===== src/rtl/obstacle_avoid_ctrl_if.sv =====
// Purpose: bundles the avoidance controller's run/ranging inputs and motor/status outputs.
// Latency: n/a, wires only.
// Backpressure: none; levels are sampled every cycle.
// Ports: enable, ssig, trig (ranging side) -> controller; motor_l, motor_r, pwm_l, pwm_r,
//        obstacle, state (motor driver / debug side) <- controller.
interface obstacle_avoid_ctrl_if;
  logic       enable;
  logic       ssig;
  logic       trig;
  logic [1:0] motor_l;
  logic [1:0] motor_r;
  logic       pwm_l;
  logic       pwm_r;
  logic       obstacle;
  logic [2:0] state;

  // master drives run request and ranging results, slave is the controller
  modport master (
    output enable, ssig, trig,
    input  motor_l, motor_r, pwm_l, pwm_r, obstacle, state
  );

  modport slave (
    input  enable, ssig, trig,
    output motor_l, motor_r, pwm_l, pwm_r, obstacle, state
  );
endinterface


===== src/rtl/obstacle_avoid_ctrl.sv =====
// Purpose: filters the near-obstacle flag per ranging period and runs brake/reverse/turn avoidance.
// Latency: all outputs registered, one cycle after the state decision.
// Backpressure: none; trig rising edges define measurement periods, no handshake.
// Ports: clk0 clock, rst_n synchronous active-low reset, bus (slave) carries enable/ssig/trig in
//        and motor_l/motor_r/pwm_l/pwm_r/obstacle/state out.
module obstacle_avoid_ctrl #(
  parameter int HITS       = 3,
  parameter int BRAKE_CYC  = 5000000,
  parameter int REV_CYC    = 25000000,
  parameter int TURN_CYC   = 20000000,
  parameter int MAX_TURNS  = 4,
  parameter int PWM_PERIOD = 1000,
  parameter int FWD_DUTY   = 700,
  parameter int TURN_DUTY  = 500
) (
  input  logic                 clk0,
  input  logic                 rst_n,
  obstacle_avoid_ctrl_if.slave bus
);

  localparam logic [2:0] IDLE  = 3'd0;
  localparam logic [2:0] FWD   = 3'd1;
  localparam logic [2:0] BRAKE = 3'd2;
  localparam logic [2:0] REV   = 3'd3;
  localparam logic [2:0] TURN  = 3'd4;
  localparam logic [2:0] CHECK = 3'd5;
  localparam logic [2:0] HALT  = 3'd6;

  localparam int TMAX = (BRAKE_CYC > REV_CYC)
                        ? ((BRAKE_CYC > TURN_CYC) ? BRAKE_CYC : TURN_CYC)
                        : ((REV_CYC > TURN_CYC) ? REV_CYC : TURN_CYC);
  // timer only ever holds a phase length minus one
  localparam int TW = (TMAX > 1) ? $clog2(TMAX) : 1;
  localparam int HW = $clog2(HITS + 1);
  localparam int CW = $clog2(MAX_TURNS + 1);
  localparam int PW = (PWM_PERIOD > 1) ? $clog2(PWM_PERIOD) : 1;
  localparam int DW = $clog2(PWM_PERIOD + 1);

  logic [2:0]    state_q, state_n;
  logic [TW-1:0] timer_q, timer_n;
  logic [HW-1:0] hit_q, hit_n;
  logic [CW-1:0] turn_q, turn_n;
  logic [PW-1:0] pwm_cnt_q, pwm_cnt_n;
  logic          trig_d;
  logic          chk_arm_q;
  logic          obstacle_q;
  logic [1:0]    motor_l_q, motor_r_q, motor_l_n, motor_r_n;
  logic          pwm_q;
  logic [DW-1:0] duty_n;
  logic          rise;

  assign rise = bus.trig & ~trig_d;

  // next state, phase timer and consecutive-failed-turn count
  always_comb begin
    state_n = state_q;
    timer_n = timer_q;
    turn_n  = turn_q;
    if (!bus.enable) begin
      state_n = IDLE;
      timer_n = '0;
    end else begin
      case (state_q)
        IDLE: state_n = FWD;
        FWD: begin
          if (obstacle_q) begin
            state_n = BRAKE;
            timer_n = TW'(BRAKE_CYC - 1);
          end
        end
        BRAKE: begin
          if (timer_q == '0) begin
            state_n = REV;
            timer_n = TW'(REV_CYC - 1);
          end else begin
            timer_n = timer_q - 1'b1;
          end
        end
        REV: begin
          if (timer_q == '0) begin
            state_n = TURN;
            timer_n = TW'(TURN_CYC - 1);
          end else begin
            timer_n = timer_q - 1'b1;
          end
        end
        TURN: begin
          if (timer_q == '0) begin
            state_n = CHECK;
          end else begin
            timer_n = timer_q - 1'b1;
          end
        end
        CHECK: begin
          // chk_arm_q masks a rise that coincides with the first CHECK cycle
          if (chk_arm_q && rise) begin
            if (!bus.ssig) begin
              state_n = FWD;
              turn_n  = '0;
            end else begin
              turn_n = turn_q + 1'b1;
              if (turn_q == CW'(MAX_TURNS - 1)) begin
                state_n = HALT;
              end else begin
                state_n = TURN;
                timer_n = TW'(TURN_CYC - 1);
              end
            end
          end
        end
        HALT: state_n = HALT;
        default: state_n = IDLE;
      endcase
    end
    if (state_q == IDLE) turn_n = '0;
  end

  // obstacle filter: saturating hit counter over trig periods, flushed when FWD is left
  always_comb begin
    hit_n = hit_q;
    if (rise) begin
      if (bus.ssig) hit_n = (hit_q == HW'(HITS)) ? hit_q : hit_q + 1'b1;
      else          hit_n = '0;
    end
    if (state_q == FWD && state_n != FWD) hit_n = '0;
  end

  // motor/pwm are derived from the next state so they always match the state register
  always_comb begin
    motor_l_n = 2'b00;
    motor_r_n = 2'b00;
    duty_n    = '0;
    case (state_n)
      FWD: begin
        motor_l_n = 2'b10;
        motor_r_n = 2'b10;
        duty_n    = DW'(FWD_DUTY);
      end
      REV: begin
        motor_l_n = 2'b01;
        motor_r_n = 2'b01;
        duty_n    = DW'(TURN_DUTY);
      end
      TURN: begin
        motor_l_n = 2'b01;
        motor_r_n = 2'b10;
        duty_n    = DW'(TURN_DUTY);
      end
      default: ;
    endcase
  end

  assign pwm_cnt_n = (pwm_cnt_q == PW'(PWM_PERIOD - 1)) ? '0 : pwm_cnt_q + 1'b1;

  always_ff @(posedge clk0) begin
    if (!rst_n) begin
      state_q    <= IDLE;
      timer_q    <= '0;
      hit_q      <= '0;
      turn_q     <= '0;
      pwm_cnt_q  <= '0;
      trig_d     <= 1'b0;
      chk_arm_q  <= 1'b0;
      obstacle_q <= 1'b0;
      motor_l_q  <= 2'b00;
      motor_r_q  <= 2'b00;
      pwm_q      <= 1'b0;
    end else begin
      state_q    <= state_n;
      timer_q    <= timer_n;
      hit_q      <= hit_n;
      turn_q     <= turn_n;
      pwm_cnt_q  <= pwm_cnt_n;
      trig_d     <= bus.trig;
      chk_arm_q  <= (state_q == CHECK) && (state_n == CHECK);
      obstacle_q <= (hit_n == HW'(HITS));
      motor_l_q  <= motor_l_n;
      motor_r_q  <= motor_r_n;
      pwm_q      <= (DW'(pwm_cnt_q) < duty_n);
    end
  end

  assign bus.state    = state_q;
  assign bus.obstacle = obstacle_q;
  assign bus.motor_l  = motor_l_q;
  assign bus.motor_r  = motor_r_q;
  assign bus.pwm_l    = pwm_q;
  assign bus.pwm_r    = pwm_q;

endmodule

===== src/flat_wrapper.sv =====
// flat-port wrapper written by rule: the top's interface ports become plain ports
module obstacle_avoid_ctrl_flat 
#(
  parameter int HITS       = 3,
  parameter int BRAKE_CYC  = 5000000,
  parameter int REV_CYC    = 25000000,
  parameter int TURN_CYC   = 20000000,
  parameter int MAX_TURNS  = 4,
  parameter int PWM_PERIOD = 1000,
  parameter int FWD_DUTY   = 700,
  parameter int TURN_DUTY  = 500
)
  (clk0, rst_n, bus_enable, bus_ssig, bus_trig, bus_motor_l, bus_motor_r, bus_pwm_l, bus_pwm_r, bus_obstacle, bus_state);
  obstacle_avoid_ctrl_if bus_i ();
  input  logic clk0;
  input  logic rst_n;
  input wire logic [$bits(bus_i.enable)-1:0] bus_enable;
  input wire logic [$bits(bus_i.ssig)-1:0] bus_ssig;
  input wire logic [$bits(bus_i.trig)-1:0] bus_trig;
  output wire logic [$bits(bus_i.motor_l)-1:0] bus_motor_l;
  output wire logic [$bits(bus_i.motor_r)-1:0] bus_motor_r;
  output wire logic [$bits(bus_i.pwm_l)-1:0] bus_pwm_l;
  output wire logic [$bits(bus_i.pwm_r)-1:0] bus_pwm_r;
  output wire logic [$bits(bus_i.obstacle)-1:0] bus_obstacle;
  output wire logic [$bits(bus_i.state)-1:0] bus_state;
  assign bus_i.enable = bus_enable;
  assign bus_i.ssig = bus_ssig;
  assign bus_i.trig = bus_trig;
  assign bus_motor_l = bus_i.motor_l;
  assign bus_motor_r = bus_i.motor_r;
  assign bus_pwm_l = bus_i.pwm_l;
  assign bus_pwm_r = bus_i.pwm_r;
  assign bus_obstacle = bus_i.obstacle;
  assign bus_state = bus_i.state;
  obstacle_avoid_ctrl #(.HITS(HITS), .BRAKE_CYC(BRAKE_CYC), .REV_CYC(REV_CYC), .TURN_CYC(TURN_CYC), .MAX_TURNS(MAX_TURNS), .PWM_PERIOD(PWM_PERIOD), .FWD_DUTY(FWD_DUTY), .TURN_DUTY(TURN_DUTY)) u_core (.clk0(clk0), .rst_n(rst_n), .bus(bus_i));
endmodule

===== config.mk =====
export PLATFORM = sky130hd
export DESIGN_NAME = obstacle_avoid_ctrl_flat
export DESIGN_NICKNAME = d
export VERILOG_FILES = /design/src/rtl/obstacle_avoid_ctrl_if.sv /design/src/rtl/obstacle_avoid_ctrl.sv /design/src/flat_wrapper.sv
export SDC_FILE = /design/constraint.sdc
export NUM_CORES = 1
export LEC_CHECK = 0
export ABC_CLOCK_PERIOD_IN_PS = 6490
export CAP_MARGIN = 25
export CORE_UTILIZATION = 41
export CTS_BUF_LIST = sky130_fd_sc_hd__clkbuf_4 sky130_fd_sc_hd__clkbuf_8 sky130_fd_sc_hd__clkbuf_16
export DETAILED_ROUTE_END_ITERATION = 16
export PLACE_DENSITY = 0.68
export SLEW_MARGIN = 20
export SYNTH_ARGS = -nofsm -noshare
export SYNTH_HDL_FRONTEND = slang
export SYNTH_SLANG_ARGS = --single-unit
export TNS_END_PERCENT = 10

===== constraint.sdc =====
create_clock -name clk0 -period 6.49 [get_ports clk0]
set_input_delay 1.298 -clock clk0 [delete_from_list [all_inputs] [get_ports clk0]]
set_output_delay 1.298 -clock clk0 [all_outputs]
set_load 0.005 [all_outputs]

==> key figures, run 1 <==
Yosys
  • Post-synth EDFFs: 0
  • Top FF cell, synth: dfxtp_1
  • Post-synth top area share: 0.356
  • Async S/R FF share, synth: 0
  • Post-synthesis sequential area ratio: 0.356
  • Dominant cell by count in the synthesized netlist: nor2_1
  • Seq cells post-synth: 51
  • Syn Std Cell Area: 0.00286 mm2
  • Post-Syn Nets: 384
  • Netlist cell types: 57
  • Syn. warnings: 0
  • Avg Cell Area, Syn: 7.80 um2
  • Gate Count Post-Synth: 367
  • Dominant cell type by area after synthesis: dfxtp_1
  • Top cells by count, synth: nor2_1 (56), dfxtp_1 (51), a21oi_1 (36)
  • Synth area leaders: dfxtp_1 (36%), nor2_1 (7.3%), a21oi_1 (6.3%)

Timing
  • Period utilisation layout: 0.626
  • Final Slew Violations: 0
  • Headroom to the max-slew limit: 0.364
  • RSZ-0062 raised after global routing: no
  • Final hold violation count: 0
  • Final setup TNS: 0 ps
  • Achievable frequency: 246 MHz
  • Minimum clock period: 4060 ps
  • Setup slack after layout: 2430 ps
  • Final Skew: 7.68 ps
  • Worst-margin pin slew: 952 ps
  • Final setup vio count: 0

Setup path
  • CP Class: input port to flip-flop
  • Crit path capture type: flip-flop
  • Cell count of the worst reg-to-reg path: 15
  • Crit path launch: bus_trig
  • CP Data Required Time: 6720 ps
  • CP top delay family: compound AO/OA/AOI/OAI gates
  • Worst setup path endpoint: u_core.bus.pwm_l
  • Most common cell on crit path: a211oi_1
  • R2R Path Start: u_core.timer_q[0]
  • CP Launch Type: input port
  • Critical path arrival: 4300 ps
  • CP Max Fanout: 5
  • Critical-path cell list: clkdlybuf4s50_1 -> and4b_1 -> a32oi_1 -> nor2_1 -> a211oi_1 -> nor3b_1 -> nor3_2 -> ha_1 -> a21o_1 -> a211oi_1 -> nand2_1 -> a31oi_1 -> a21oi_1 -> o31ai_2
  • Critical path depth in cells: 14
  • Internal reg-to-reg setup slack: 2910 ps
  • Crit-path slowest cell: clkdlybuf4s50_1
  • FF-to-FF End: u_core.bus.pwm_l
  • CP Buf/Inv Count: 1
  • CP peak stage delay: 450 ps

Route
  • Via count: 2647
  • Residual DRC: 0
  • Final ANT Viol Nets: 0
  • DRT iter0 DRCs: 156
  • Avg WL per Cell: 14.5 um
  • Mean number of vias per cell: 5.79
  • Routed wire length: 6.61 mm
  • DRT Pass-1 Iters: 5

Run status
  • Status: finished clean

Clocking
  • CTS tree: built
  • Post-CTS Hold Buffers: 0
  • CTS clk-pin slew, worst paths: 90 ps
  • Longest Clk Path Bufs: 2
  • Worst-Skew Late Latency: 310 ps
  • Root buffer selected by CTS: clkbuf_8
  • Number of gates resized after CTS: 0
  • CTS H-tree depth: 2
  • Post-CTS setup buffer count: 0
  • Clock net sink count: 51
  • CTS Buf Count: 5

Placed design
  • Placed Cells: 449
  • Worst slack, placed: 2170 ps
  • Gpl congestion: 0.902
  • DPL Wire Length: 4.77 mm
  • Port bufs: 14

Global routing
  • Total gr overflow: 0
  • Number of global-route vias before repair: 2354
  • Total GRT Usage: 0.188
  • Largest net degree at the start of global routing: 27
  • GR met1 Demand/Resource: 0.254
  • Gr busiest metal: met2
  • Initial antenna violation count: 0
  • Met2 usage: 0.309
  • M3 GR Usage: 0.0327
  • Global-route wire length before repair: 11.2 mm

Power
  • Int Power: 410 uW
  • Leakage: 1.17 nW
  • Worst-case vdd ir drop: 0.0000765 V
  • Switch Pwr: 128 uW
  • Clock share of power: 0.348
  • Sw Ratio: 0.238
  • PwrDens: 171 mW/mm2
  • Sequential Power Share: 0.596
  • Combinational Power Share: 0.057

Floorplan
  • DIE WIDTH: 85.6 um
  • Die height: 85.6 um
  • IO Count: 15
  • Core Footprint: 0.00676 mm2
  • Rows: 30
  • DIE AREA: 0.00732 mm2
  • Initial Utilization: 0.424

Cells and area
  • Util after Layout: 0.466
  • Fill cells: 682
  • Layout cells sized above 1: 0.0584
  • Layout Cells excl Fill: 457
  • Area grow syn2layout: 9.87%
  • # nets final: 393
  • Ant diodes: 0

Hold path
  • Worst hold path class: flip-flop to flip-flop

Run
  • Max Cap Violations: 0
==> power groups by stage <==
stage / registers [mW] / logic (mW) / clock network (mW)
after global routing: 0.321 / 0.0340 / 0.206
after CTS: 0.320 / 0.0307 / 0.192
after detailed placement: 0.328 / 0.0305 / 0
after global placement: 0.328 / 0.0301 / 0
after floorplan: 0.326 / 0.0214 / 0
final: 0.320 / 0.0305 / 0.187
==> metal layers <==
| metal | wire (um) | vias up |
|---|---|---|
| li1 | - | 1374 |
| met5 | 0 | - |
| met4 | 82 | 0 |
| met2 | 3020 | 47 |
| met1 | 3270 | 1218 |
| met3 | 241 | 8 |
==> logic make-up (layout without fill, tap and decap cells) <==
logic type,after synthesis,count (layout),share of synthesized area
buffers and inverters,24,34,0.0332
AOI/OAI and AO/OA,114,114,0.254
DFF,51,51,0.356
xor gates and xnor gates,5,5,0.0153
and+or+nand+nor,161,161,0.289
adders and majority gates,12,12,0.0524
==> cell type report <==
cell class | count | area, um2 | area share
Sequential cell | 51 | 1020 | 0.324
Tap cell | 80 | 100 | 0.0318
Clock buffer | 6 | 76.3 | 0.0243
Timing Repair Buffer | 15 | 148 | 0.0469
Clock inverter | 2 | 12.5 | 0.00398
Inverter | 11 | 41.3 | 0.0131
Multi-Input combinational cell | 292 | 1750 | 0.555
==> cells in the final DEF (no fill, tap or decap), types with 3 or more instances in the layout <==
cell              n
and3_1            4
nor2_1           56
a211oi_1          6
a31oi_1           4
nor4_1            4
a21oi_1          36
clkbuf_8          5
inv_1            10
nor3b_1           3
nor3_1           18
o21ai_1           4
a311oi_1          3
o21a_1            7
o22ai_1           7
or3_1             6
nor4_4            3
clkdlybuf4s50_1  14
dfxtp_1          51
xor2_1            3
nand3_1          10
nand2_1          31
o21ai_0          24
ha_1             12
nand4_1           6
==> per-stage QoR <==
stage / instance area [um2] / hold WS, ps / power (mW)
after floorplan: 2860 / 413 / 0.347
after global placement: 3060 / 423 / 0.358
after detailed placement: 3060 / 455 / 0.358
after CTS: 3150 / 469 / 0.543
after global routing: 3150 / 488 / 0.562
final: 3150 / 467 / 0.538
==> registers in the layout (all words and copies together), names as in the netlist <==
signal	count
u_core.bus.motor_l	2
u_core.bus.motor_r	2
u_core.bus.obstacle	1
u_core.bus.pwm_l	1
u_core.bus.state	3
u_core.chk_arm_q	1
u_core.hit_q	2
u_core.pwm_cnt_q	10
u_core.timer_q	25
u_core.trig_d	1
u_core.turn_q	3
==> worst min path at each step <==
stage / start / endpoint / slack, ps / depth (start not counted)
floorplan: u_core.pwm_cnt_q[0] / u_core.pwm_cnt_q[0] / 410 / 1
global placement: u_core.pwm_cnt_q[0] / u_core.pwm_cnt_q[0] / 420 / 1
detailed placement: u_core.timer_q[7] / u_core.timer_q[7] / 460 / 2
CTS: u_core.timer_q[7] / u_core.timer_q[7] / 470 / 2
global route: u_core.turn_q[1] / u_core.turn_q[1] / 490 / 2
finish: u_core.turn_q[1] / u_core.turn_q[1] / 470 / 2
==> worst reg2reg max path, delay by kind of cell (launching register included) <==
kind / cells / cell delay, ps
flops: 1 / 350
fa+ha+maj: 2 / 480
buf+inv: 1 / 90
compound gates: 6 / 1220
simple gates: 6 / 1370
No activity file was read; power rests on OpenSTA's default activity.
==> run 2, diff against run 1 <==
ABC_CLOCK_PERIOD_IN_PS = 4100   (was 6490)
clock period = 4.1 ns   (was 6.49 ns; I/O delays follow)
==> run 2 against run 1 <==
  * Routed wire length about the same
  * Die area unchanged
  * Largest cell class unchanged
  * Register-to-register slack got worse by 2400 ps
  * Largest power group unchanged
  * Critical endpoint unchanged
  * Worst setup slack worse by 1900 ps
  * Clock-buffer cell count unchanged
  * Combinational power is 63% higher
  * Via count grew 2.6%
  * Sequential share of layout area fell by 0.41 points
  * Flip-flop and latch count unchanged
==> key figures, run 2 (same netlist as run 1, synthesis figures left out) <==
Run status
  • Status: finished clean

Hold path
  • Hold depth: 2
  • Hold Path Origin: u_core.turn_q[1]
  • Worst hold path class: flip-flop to flip-flop
  • Hold EP: u_core.turn_q[1]

Global routing
  • Total gr overflow: 0
  • Number of global-route vias before repair: 2453
  • Total GRT Usage: 0.189
  • Initial antenna violation count: 0
  • M3 GR Usage: 0.0346
  • Met2 usage: 0.319
  • Gr busiest metal: met2
  • Largest net degree at the start of global routing: 27
  • Global-route wire length before repair: 11.2 mm
  • GR met1 Demand/Resource: 0.246

Cells and area
  • Layout cells sized above 1: 0.0633
  • # nets final: 396
  • Fill cells: 663
  • Largest register FFs: 25
  • Commonest cells after routing, fill and taps aside: nor2_1 (56), dfxtp_1 (51), a21oi_1 (36)
  • Layout Cells excl Fill: 459
  • Area grow syn2layout: 11.3%
  • Ant diodes: 0
  • Register bank with the most flops: u_core.timer_q
  • Commonest non-fill, non-tap cell in the layout: nor2_1
  • Util after Layout: 0.472
  • Largest regs: u_core.timer_q: 25 flops, u_core.pwm_cnt_q: 10 flops
  • Post-Layout Inst Area: 0.00319 mm2

Clocking
  • Number of gates resized after CTS: 0
  • Post-CTS Hold Buffers: 0
  • CTS tree: built
  • CTS clk-pin slew, worst paths: 90 ps
  • Post-CTS setup buffer count: 0
  • Clock net sink count: 51
  • CTS Buf Count: 5
  • Root buffer selected by CTS: clkbuf_8
  • Worst-Skew Late Latency: 300 ps
  • Longest Clk Path Bufs: 2
  • CTS H-tree depth: 2

Timing
  • Setup slack after layout: 477 ps
  • WHS: 462 ps
  • RSZ-0062 raised after global routing: no
  • Final Skew: 11.6 ps
  • Final hold violation count: 0
  • Achievable frequency: 276 MHz
  • Headroom to the max-slew limit: 0.381
  • Period utilisation layout: 0.884
  • Final setup vio count: 0
  • Minimum clock period: 3620 ps
  • Worst-margin pin slew: 927 ps
  • Final setup TNS: 0 ps
  • Final Slew Violations: 0

Route
  • Via count: 2716
  • Final ANT Viol Nets: 0
  • Avg WL per Cell: 14.4 um
  • DRT iter0 DRCs: 135
  • Routed wire length: 6.61 mm
  • Residual DRC: 0
  • Mean number of vias per cell: 5.92
  • DRT Pass-1 Iters: 4

Setup path
  • CP Data Required Time: 4320 ps
  • CP top delay family: simple AND/OR/NAND/NOR gates
  • CP Buf/Inv Count: 1
  • Critical-path cell list: inv_1 -> ha_1 -> nor4b_1 -> and4_1 -> nand3_1 -> o22ai_1 -> and4_1 -> nor2_1 -> ha_1 -> a21o_1 -> a211oi_1 -> nand2_1 -> a31oi_1 -> a21oi_1 -> o31ai_2
  • FF-to-FF End: u_core.bus.pwm_l
  • Crit path capture type: flip-flop
  • Cell count of the worst reg-to-reg path: 15
  • Critical path arrival: 3850 ps
  • Internal reg-to-reg setup slack: 480 ps
  • CP Max Fanout: 5
  • CP Class: flip-flop to flip-flop
  • R2R Path Start: u_core.timer_q[0]
  • CP peak stage delay: 460 ps
  • Crit path launch: u_core.timer_q[0]
  • Crit-path slowest cell: o22ai_1
  • CP Launch Type: flip-flop

Placed design
  • Port bufs: 14
  • DPL Wire Length: 4.83 mm
  • Gpl congestion: 0.886
  • Post-DP Area: 0.00308 mm2
  • Placed Cells: 452
  • Worst slack, placed: 212 ps

Floorplan
  • IO Count: 15
  • DIE AREA: 0.00732 mm2
  • DIE WIDTH: 85.6 um
  • Die height: 85.6 um
  • Initial Utilization: 0.424
  • Rows: 30
  • Core Footprint: 0.00676 mm2

Power
  • PwrDens: 283 mW/mm2
  • Worst-case vdd ir drop: 0.000117 V
  • Power Total: 902 uW
  • Leakage: 1.19 nW

Run
  • Max Cap Violations: 0
-- run 2: cell types whose count changed in the layout (fill, tap and decap cells not counted) --
| cell | change |
|---|---|
| buf_4 | +3 |
| bufinv_16 | +1 |
| clkinv_2 | -1 |
| clkinvlp_4 | -1 |
-- run 2: how the worst max path moves through the flow --
stage	endpoint	slack, ps	cells after the start
floorplan	u_core.bus.pwm_l	1010	13
global placement	u_core.bus.pwm_l	340	14
detailed placement	u_core.bus.pwm_l	210	14
CTS	u_core.bus.pwm_l	520	14
global route	u_core.bus.pwm_l	260	15
finish	u_core.bus.pwm_l	480	15
-- run 2: power breakdown --
group,internal (mW),switching [mW]
combinational,0.0219,0.0278
clock,0.186,0.159
sequential,0.501,0.00594
-- run 2: worst min-delay path, cell delays in order, from the launching register on --
cell and delay, ps:
dfxtp_1 320, nand2_1 50, a21oi_1 50
-- run 2: routing by layer --
layer | part of all wire | up-vias
met5 | 0 | -
met4 | 0.012 | 0
met3 | 0.039 | 7
met2 | 0.45 | 66
met1 | 0.49 | 1272
li1 | - | 1371
-- run 2: cell type report --
type	instances	area [um2]	share of cell area
Clock buffer	6	76.3	0.0239
Clock inverter	1	30.0	0.00942
Inverter	11	41.3	0.0130
Multi-Input combinational cell	292	1750	0.548
Sequential cell	51	1020	0.320
Tap cell	80	100	0.0314
Timing Repair Buffer	18	170	0.0534
==> run 3, diff against run 2 <==
SETUP_SLACK_MARGIN = 0.2   (was not set)
==> results of run 3 <==
No change in the layout: final DEF, timing and power equal those of run 2.
